===== config.mk =====
export PLATFORM = sky130hd
export DESIGN_NAME = alu_result_buffer_flat
export DESIGN_NICKNAME = d
export VERILOG_FILES = /design/src/rtl/alu_pkg.sv /design/src/rtl/alu_result_buffer_if.sv /design/src/rtl/alu_result_ram.sv /design/src/rtl/alu_result_buffer.sv /design/src/flat_wrapper.sv
export SDC_FILE = /design/constraint.sdc
export NUM_CORES = 1
export LEC_CHECK = 0
export CORE_MARGIN = 2
export CORE_UTILIZATION = 53
export DETAILED_ROUTE_END_ITERATION = 7
export PLACE_DENSITY = 0.79
export SYNTH_ARGS = -nofsm -noshare
export SYNTH_HDL_FRONTEND = slang
export SYNTH_SLANG_ARGS = --single-unit

===== constraint.sdc =====
create_clock -name clk -period 2.4 [get_ports clk]
set_input_delay 0.36 -clock clk [delete_from_list [all_inputs] [get_ports clk]]
set_output_delay 0.36 -clock clk [all_outputs]
set_load 0.1 [all_outputs]

===== src/rtl/alu_pkg.sv =====
// Shared types and constants for the ALU result path.
//   ALU_W        : default ALU data (yy) width
//   FLAG_CNT_W   : width of the saturating flagged-result counter
//   alu_result_t : one ALU result, {flag, data}
package alu_pkg;

    localparam int ALU_W      = 9;
    localparam int FLAG_CNT_W = 8;

    typedef struct packed {
        logic             flag;
        logic [ALU_W-1:0] data;
    } alu_result_t;

endpackage


===== src/rtl/alu_result_buffer_if.sv =====
// Producer/consumer bus of the ALU result buffer.
//   in_valid/y/yy/in_ready            : ALU -> buffer handshake
//   out_valid/out_ready/out_flag/out_data : buffer -> consumer handshake
//   count/dropped/flag_cnt            : status and statistics
// slave is the buffer side, master is the ALU/consumer (or bench) side.
interface alu_result_buffer_if
    import alu_pkg::*;
#(
    parameter int W     = ALU_W,
    parameter int DEPTH = 4,
    parameter int CW    = $clog2(DEPTH + 1)
) ();

    logic                  in_valid;
    logic                  y;
    logic [W-1:0]          yy;
    logic                  in_ready;
    logic                  out_valid;
    logic                  out_ready;
    logic                  out_flag;
    logic [W-1:0]          out_data;
    logic [CW-1:0]         count;
    logic                  dropped;
    logic [FLAG_CNT_W-1:0] flag_cnt;

    modport slave (
        input  in_valid, y, yy, out_ready,
        output in_ready, out_valid, out_flag, out_data, count, dropped, flag_cnt
    );

    modport master (
        output in_valid, y, yy, out_ready,
        input  in_ready, out_valid, out_flag, out_data, count, dropped, flag_cnt
    );

endinterface


===== src/rtl/alu_result_ram.sv =====
// DEPTH x (1+W) register array holding buffered results.
//   clk   : write clock
//   we    : write enable, stores wdata at waddr on the rising edge
//   waddr : write address
//   wdata : {flag, data}
//   raddr : read address
//   rdata : combinational read of raddr
// Contents are deliberately not reset.
module alu_result_ram #(
    parameter int W     = 9,
    parameter int DEPTH = 4,
    localparam int AW   = $clog2(DEPTH)
) (
    input  logic          clk,
    input  logic          we,
    input  logic [AW-1:0] waddr,
    input  logic [W:0]    wdata,
    input  logic [AW-1:0] raddr,
    output logic [W:0]    rdata
);

    logic [W:0] mem [DEPTH];

    always_ff @(posedge clk) begin
        if (we) mem[waddr] <= wdata;
    end

    assign rdata = mem[raddr];

endmodule


===== src/rtl/alu_result_buffer.sv =====
// Show-ahead FIFO behind the ALU with overflow and flag statistics.
//   clk : clock, all state updates on the rising edge
//   rst : synchronous active-high reset
//   bus : alu_result_buffer_if.slave
//         in_ready  = !rst && not full (independent of out_ready)
//         out_valid = not empty, out_flag/out_data show the head, 0 when empty
//         count     = occupancy 0..DEPTH
//         dropped   = sticky, a result was offered while full
//         flag_cnt  = accepted results with y=1, saturates at all-ones
module alu_result_buffer
    import alu_pkg::*;
#(
    parameter int W     = ALU_W,
    parameter int DEPTH = 4,
    localparam int CW   = $clog2(DEPTH + 1)
) (
    input  logic                clk,
    input  logic                rst,
    alu_result_buffer_if.slave  bus
);

    localparam int PW = $clog2(DEPTH);

    logic [PW-1:0]         rd_ptr, wr_ptr;
    logic [CW-1:0]         cnt;
    logic                  drop_q;
    logic [FLAG_CNT_W-1:0] fcnt;
    logic                  full, empty, in_rdy, push, pop;
    logic [W:0]            head;

    assign full   = (cnt == CW'(DEPTH));
    assign empty  = (cnt == '0);
    // A pop while full does not free a slot until the next cycle.
    assign in_rdy = !rst && !full;
    assign push   = bus.in_valid && in_rdy;
    assign pop    = !empty && bus.out_ready;

    alu_result_ram #(
        .W     (W),
        .DEPTH (DEPTH)
    ) u_ram (
        .clk   (clk),
        .we    (push),
        .waddr (wr_ptr),
        .wdata ({bus.y, bus.yy}),
        .raddr (rd_ptr),
        .rdata (head)
    );

    always_ff @(posedge clk) begin
        if (rst) begin
            rd_ptr <= '0;
            wr_ptr <= '0;
            cnt    <= '0;
            drop_q <= 1'b0;
            fcnt   <= '0;
        end else begin
            // Power-of-two depth: pointers wrap naturally.
            if (push) wr_ptr <= wr_ptr + PW'(1);
            if (pop)  rd_ptr <= rd_ptr + PW'(1);
            case ({push, pop})
                2'b10:   cnt <= cnt + CW'(1);
                2'b01:   cnt <= cnt - CW'(1);
                default: cnt <= cnt;
            endcase
            if (bus.in_valid && full) drop_q <= 1'b1;
            if (push && bus.y && (fcnt != '1)) fcnt <= fcnt + FLAG_CNT_W'(1);
        end
    end

    assign bus.in_ready  = in_rdy;
    assign bus.out_valid = !empty;
    assign bus.out_flag  = empty ? 1'b0 : head[W];
    assign bus.out_data  = empty ? '0 : head[W-1:0];
    assign bus.count     = cnt;
    assign bus.dropped   = drop_q;
    assign bus.flag_cnt  = fcnt;

endmodule


===== src/flat_wrapper.sv =====
// flat-port wrapper written by rule: the top's interface ports become plain ports
module alu_result_buffer_flat import alu_pkg::*;
#(
    parameter int W     = ALU_W,
    parameter int DEPTH = 4,
    localparam int CW   = $clog2(DEPTH + 1)
)
  (clk, rst, bus_in_valid, bus_y, bus_yy, bus_out_ready, bus_in_ready, bus_out_valid, bus_out_flag, bus_out_data, bus_count, bus_dropped, bus_flag_cnt);
  alu_result_buffer_if #(.W(W), .DEPTH(DEPTH)) bus_i ();
  input  logic clk;
  input  logic rst;
  input wire logic [$bits(bus_i.in_valid)-1:0] bus_in_valid;
  input wire logic [$bits(bus_i.y)-1:0] bus_y;
  input wire logic [$bits(bus_i.yy)-1:0] bus_yy;
  input wire logic [$bits(bus_i.out_ready)-1:0] bus_out_ready;
  output wire logic [$bits(bus_i.in_ready)-1:0] bus_in_ready;
  output wire logic [$bits(bus_i.out_valid)-1:0] bus_out_valid;
  output wire logic [$bits(bus_i.out_flag)-1:0] bus_out_flag;
  output wire logic [$bits(bus_i.out_data)-1:0] bus_out_data;
  output wire logic [$bits(bus_i.count)-1:0] bus_count;
  output wire logic [$bits(bus_i.dropped)-1:0] bus_dropped;
  output wire logic [$bits(bus_i.flag_cnt)-1:0] bus_flag_cnt;
  assign bus_i.in_valid = bus_in_valid;
  assign bus_i.y = bus_y;
  assign bus_i.yy = bus_yy;
  assign bus_i.out_ready = bus_out_ready;
  assign bus_in_ready = bus_i.in_ready;
  assign bus_out_valid = bus_i.out_valid;
  assign bus_out_flag = bus_i.out_flag;
  assign bus_out_data = bus_i.out_data;
  assign bus_count = bus_i.count;
  assign bus_dropped = bus_i.dropped;
  assign bus_flag_cnt = bus_i.flag_cnt;
  alu_result_buffer #(.W(W), .DEPTH(DEPTH)) u_core (.clk(clk), .rst(rst), .bus(bus_i));
endmodule

==> results of run 1 <==
-- report_power, final --
group          switching [uW]  total, uW  internal (uW)
clock                     337        706            369
combinational            1240       1920            671
sequential               55.5       1210           1150
total                    1640       3830           2190
-- cell families after synthesis --
kind of cell / synth area share [%]
buffers and inverters: 2.733
adders and majority gates: 3.919
and+or+nand+nor: 12.69
xor gates and xnor gates: 1.805
DFF: 64.36
AOI/OAI and AO/OA: 4.384
muxes: 10.11
-- cell type report --
| cell class | instances | area [sq um] | share of cell area, % |
|---|---|---|---|
| Sequential cell | 58 | 1568 | 50.20 |
| Timing Repair Buffer | 44 | 500.5 | 16.03 |
| Tap cell | 52 | 65.06 | 2.083 |
| Inverter | 8 | 30.03 | 0.9615 |
| Multi-Input combinational cell | 90 | 812.0 | 26.00 |
| Clock inverter | 1 | 5.005 | 0.1603 |
| Clock buffer | 14 | 142.6 | 4.567 |
-- routing by layer --
metal	vias up	routed length [um]	track usage, %	part of all wire [%]
met3	10	267	8.158	5.8
li1	701	-	-	-
met5	-	0	0	0
met4	0	87	9.015	1.9
met2	49	2407	35.08	52
met1	739	1879	22.30	40
-- synthesized netlist by cell type, types with 2 or more instances --
cell type   n  area share (%)
o311ai_0    2            0.72
clkbuf_1    3            0.46
xor2_1      3             1.1
and2_1     16             4.1
or3_1       3            0.77
edfxtp_1   40              50
a21oi_1     5             1.0
dfxtp_1    18              15
mux2i_1     2            0.83
mux4_2     10             9.3
nor2_1     10             1.5
nor4b_1     2            0.72
ha_1        6             3.1
o21ai_0     3            0.62
inv_1       8             1.2
o41ai_1     2            0.72
buf_2       2            0.41
nand2_1     5            0.77
nand3_1     6             1.2
xnor2_1     2            0.72
nor3b_2     2             1.0
-- how the worst max path moves through the flow --
| stage | from | end | slack, ns | depth (start not counted) |
|---|---|---|---|---|
| after floorplan | u_core.bus.count[2]$_SDFFE_PP0P_ | u_core.bus.count[2]$_SDFFE_PP0P_ | 0.03 | 9 |
| after global placement | bus_out_ready | u_core.bus.count[2]$_SDFFE_PP0P_ | 0.15 | 8 |
| after detailed placement | bus_out_ready | u_core.bus.count[2]$_SDFFE_PP0P_ | 0.06 | 8 |
| after CTS | register | bus_out_flag | 0.22 | 4 |
| after global routing | register | bus_out_flag | 0.18 | 4 |
| final | register | bus_out_flag | 0.25 | 4 |
-- through the flow --
stage | hold WS [ns] | worst slack, ns | cells
2_1_floorplan | 0.4589 | 0.02980 | 163
3_3_place_gp | 0.4582 | 0.1489 | 252
3_5_place_dp | 0.4730 | 0.06256 | 252
4_1_cts | 0.4893 | 0.2250 | 267
5_1_grt | 0.5318 | 0.1776 | 267
6_report | 0.4894 | 0.2546 | 267
-- critical path, delay by kind of cell (launching register included) --
| kind | cells | cell delay [ns] |
|---|---|---|
| DFF | 1 | 0.30 |
| muxes | 1 | 0.54 |
| buffers and inverters | 2 | 0.38 |
| and+or+nand+nor | 1 | 0.23 |
-- sequential cells by signal, indices dropped and copies added (netlist names), named ones only --
signal,count
u_core.u_ram.mem,40
u_core.bus.flag_cnt,8
u_core.bus.count,3
u_core.rd_ptr,2
u_core.wr_ptr,2
u_core.bus.dropped,1
==> key figures, run 1 <==
Timing
  – RSZ-0062 raised after global routing: no
  – Final setup TNS: 0 ns
  – FMAX: 466.1 MHz
  – Slew Viols, Final: 0
  – Worst slew pin tran: about 0.57 ns
  – Final period demand of the worst path: 2.145 ns
  – Final Cycle Share: 89.39%
  – Endpoints failing hold: 0
  – Setup violations, final: 0
  – Worst slew margin: about 62%
  – Clock Skew: ~0.0048 ns

Clock tree
  – TritonCTS Sinks: between 50 and 60
  – Longest Clk Path Bufs: 2
  – Clk_lat worst skew: 0.33 ns
  – CTS H-Tree Depth: 3
  – Post-CTS setup buffers: 0
  – CTS tree: built
  – CTS Buf Count: 9
  – Clock root buffer: clkbuf_8
  – Hold Buf Count CTS: 0
  – Worst-path clk slew: 0.06 ns
  – Cts repair resizes: 0

Routing
  – First-pass detailed-route iteration total: 4
  – Initial DRC count: 97
  – Routed WL: about 4600 um
  – Via count: 1499
  – DRT antenna net count: 0
  – DRC: 0
  – Routed len/inst: roughly 17 um
  – Via density: 5.614

Die
  – Die width: 71.66 um
  – Core area: 4384 sq um
  – Chip height: 71.66 um
  – Std cell rows: 24
  – I/O pins: 38
  – Initial core utilization: between 50% and 60%
  – Die area: 5134 sq um

Global route
  – Initial antenna violation count: 0
  – Vias in the first global route: ~1600
  – First-pass GRT wire length: 7617 um
  – GRT Overall Usage: between 20% and 30%
  – Pin count of the biggest net entering global routing: 15
  – Grt ovf: 0

Critical path
  – R2r endpoint: u_core.bus.count[2]$_SDFFE_PP0P_
  – Worst r2r src: u_core.bus.count[0]$_SDFFE_PP0P_
  – WP data arrival: around 1.8 ns
  – Element type at the critical path end: primary output
  – Critical path cell sequence: buf_4, mux4_2, and2_2, buf_12
  – CP Class: register to primary output
  – Critical-path maximum fanout: 10
  – CP max-delay cell: mux4_2
  – FF-to-FF setup slack: 0.41 ns
  – Reg2Reg Depth: 9
  – Critical Path RT: a little over 2 ns
  – Max stage delay on crit path: 0.54 ns
  – Startpoint Class: register

Outcome
  – Outcome: complete, no violations

Power
  – PwrDens: 1226 nW/um^2
  – VDD IR-drop max: 0.6601 mV
  – Leakage power: 0.001148 uW
  – Total power: roughly 3800 uW

Synthesis
  – Syn Area/Cell: 14.88 sq um
  – Syn_nets: about 180
  – Syn Std Cell Area: between 2000 and 2500 sq um
  – Seq cells post-synth: 58
  – Mapped Cells: 163
  – Yosys warnings: 0
  – Post-synth ARST share: 0%
  – Seq/Total Area, Yosys: 64.36%
  – Post-synth EDFFs: 40
  – Number of distinct library cells after synthesis: 34
  – Predominant post-synthesis flop cell: edfxtp_1

Cells and area
  – Syn-to-layout area delta: 28.73%
  – Most frequent cells in the layout: 40 x edfxtp_1, 20 x buf_4, 15 x dfxtp_1
  – Final core occ: between 70 and 80%
  – Final Cell Area: 3123 sq um
  – Antenna diodes: 0
  – Share of post-route cells with drive strength above 1: between 30% and 40%
  – Fin nets: between 200 and 250
  – Leading cell type in the layout, fill and taps excluded: edfxtp_1
  – # fillers: 279

Hold path
  – Hold Path Class: register to register
  – Hold Crit Depth: 2
  – Hold EP: u_core.bus.dropped$_SDFFE_PP0P_
  – Hold_sp: u_core.bus.dropped$_SDFFE_PP0P_

Placed design
  – Post-DP Area: slightly below 3000 sq um
  – DP HPWL: 3211 um
  – Port Buf Inserts: 37
  – Routability cong.: 0.6994

Job
  – Max Cap Viol: 0
(Power assumes the default switching activity.)
==> run 2: changes to the inputs <==
PLACE_DENSITY = 0.9   (was 0.79)
RECOVER_POWER = 50   (was default)
==> run 2 against run 1 <==
Combinational power decreased by 3%. Count of clock-buffer cells in the layout decreased by 4. Worst setup slack got worse by 0.017 ns. Flip-flop and latch count unchanged. Clock power about the same. Core utilization decreased by 1.6 points. Final area decreased by 2.3%. Global-route usage decreased by 0.93 points. Critical endpoint is now bus_out_data[4]. Register-to-register slack got worse by 0.12 ns. Clock skew decreased by 0.00064 ns.
==> key figures, run 2 (synthesis results as in run 1) <==
Cells and area
  – Leading cell type in the layout, fill and taps excluded: edfxtp_1
  – Largest reg by FF count: u_core.u_ram.mem
  – Fin nets: about 230
  – Storage element area: 1564 sq um
  – # fillers: 290
  – Syn-to-layout area delta: 25.79%
  – Share of post-route cells with drive strength above 1: a little under a quarter
  – Max reg flops: 40
  – Most frequent cells in the layout: 40 x edfxtp_1, 17 x clkbuf_1, 16 x dfxtp_1
  – Area of the multi-input gates: 802.0 sq um
  – Antenna diodes: 0

Clock tree
  – TritonCTS Sinks: 58
  – CTS H-Tree Depth: 3
  – CTS Buf Count: 9
  – Hold Buf Count CTS: 0
  – CTS tree: built
  – Longest Clk Path Bufs: 2
  – Clk_lat worst skew: 0.33 ns
  – Cts repair resizes: 0
  – Worst-path clk slew: approximately 0.06 ns
  – Post-CTS setup buffers: 0
  – Clock root buffer: clkbuf_8

Timing
  – Final Cycle Share: 90.10%
  – FMAX: 462.5 MHz
  – Slew Viols, Final: 0
  – Worst slew margin: 20.42%
  – Setup violations, final: 0
  – RSZ-0062 raised after global routing: no
  – Final setup TNS: 0 ns
  – Worst slew pin tran: 1.199 ns
  – Final period demand of the worst path: 2.162 ns
  – Clock Skew: 0.004161 ns
  – Endpoints failing hold: 0

Critical path
  – Element type at the critical path end: primary output
  – Startpoint Class: register
  – CP Class: register to primary output
  – Critical-path maximum fanout: 10
  – WP data arrival: 1.80 ns
  – Critical Path RT: 2.04 ns

Placed design
  – Port Buf Inserts: 37
  – Routability cong.: 0.8191
  – DP HPWL: 3025 um

Die
  – I/O pins: 38
  – Die area: 5134 sq um
  – Core area: approximately 4400 sq um
  – Std cell rows: 24
  – Chip height: 71.66 um
  – Die width: 71.66 um
  – Initial core utilization: a little under three fifths

Power
  – Logic gate share of total power: between 40% and 50%
  – P_sw: 1646 uW
  – Leakage power: 0.001083 uW
  – Switch share: 43.54%
  – PwrDens: about 1200 nW/um^2
  – Total power: about 3800 uW
  – Sequential fraction of design power: a little under a third
  – Cell internal pwr: 2135 uW
  – Clock Power Share: 18.7%
  – VDD IR-drop max: 0.5733 mV

Global route
  – GRT Overall Usage: 19.50%
  – Vias in the first global route: about 1500
  – Grt ovf: 0
  – Pin count of the biggest net entering global routing: 16
  – First-pass GRT wire length: 7182 um
  – Initial antenna violation count: 0

Routing
  – DRT antenna net count: 0
  – DRC: 0
  – Via density: 5.386
  – Routed WL: 4401 um
  – Routed len/inst: approximately 16 um
  – Initial DRC count: between 90 and 100
  – Via count: 1438
  – First-pass detailed-route iteration total: 4

Hold path
  – Hold Path Class: register to register

Outcome
  – Outcome: complete, no violations

Job
  – Max Cap Viol: 0
==> run 2: stage by stage <==
step                      hold WS (ns)  setup WS, ns  cell area [sq um]  utilization [%]  instances
after floorplan                 0.4589       0.02980               2447                -        163
after global placement          0.4653        0.1179               2975            67.87        252
after detailed placement        0.4751       0.03491               2975            67.87        252
after CTS                       0.4906        0.1916               3126            71.29        267
after global routing            0.5312        0.1184               3052            69.61        267
final                           0.4885        0.2377               3052            69.61        267
==> run 2: worst max-delay path, stage by stage (launching register included) <==
cell and delay [ns]:
dfxtp_1 0.31, buf_4 0.23, mux4_2 0.54, and2_2 0.23, buf_12 0.16
==> run 2: final timing paths <==
kind | start | to | slack [ns] | cells after the start
worst max-delay path | register | bus_out_data[4] | 0.24 | 4
worst min-delay path | u_core.bus.dropped$_SDFFE_PP0P_ | u_core.bus.dropped$_SDFFE_PP0P_ | 0.49 | 2
worst max register to register | u_core.bus.count[2]$_SDFFE_PP0P_ | u_core.bus.count[2]$_SDFFE_PP0P_ | 0.29 | 9
worst min register to register | u_core.bus.dropped$_SDFFE_PP0P_ | u_core.bus.dropped$_SDFFE_PP0P_ | 0.49 | 2
==> run 2: power groups by stage <==
stage	sequential, uW	clock (uW)	combinational, uW
2_1_floorplan	1350	0	1180
3_3_place_gp	1220	0	1900
3_5_place_dp	1220	0	1930
4_1_cts	1200	729	1930
5_1_grt	1210	779	1950
6_report	1200	708	1870
==> run 2: final cells by class <==
| cell class | instances | share of cell area, % |
|---|---|---|
| Clock buffer | 10 | 4.182 |
| Clock inverter | 5 | 0.7380 |
| Inverter | 8 | 0.9840 |
| Multi-Input combinational cell | 90 | 26.28 |
| Sequential cell | 58 | 51.25 |
| Tap cell | 52 | 2.132 |
| Timing Repair Buffer | 44 | 14.43 |
==> run 2: per-layer routing <==
layer  routed length (um)  global-route usage (%)
met4                   41                   8.176
met5                    0                       0
met1                 1921                   25.22
met2                 2224                   29.12
met3                  213                   8.298
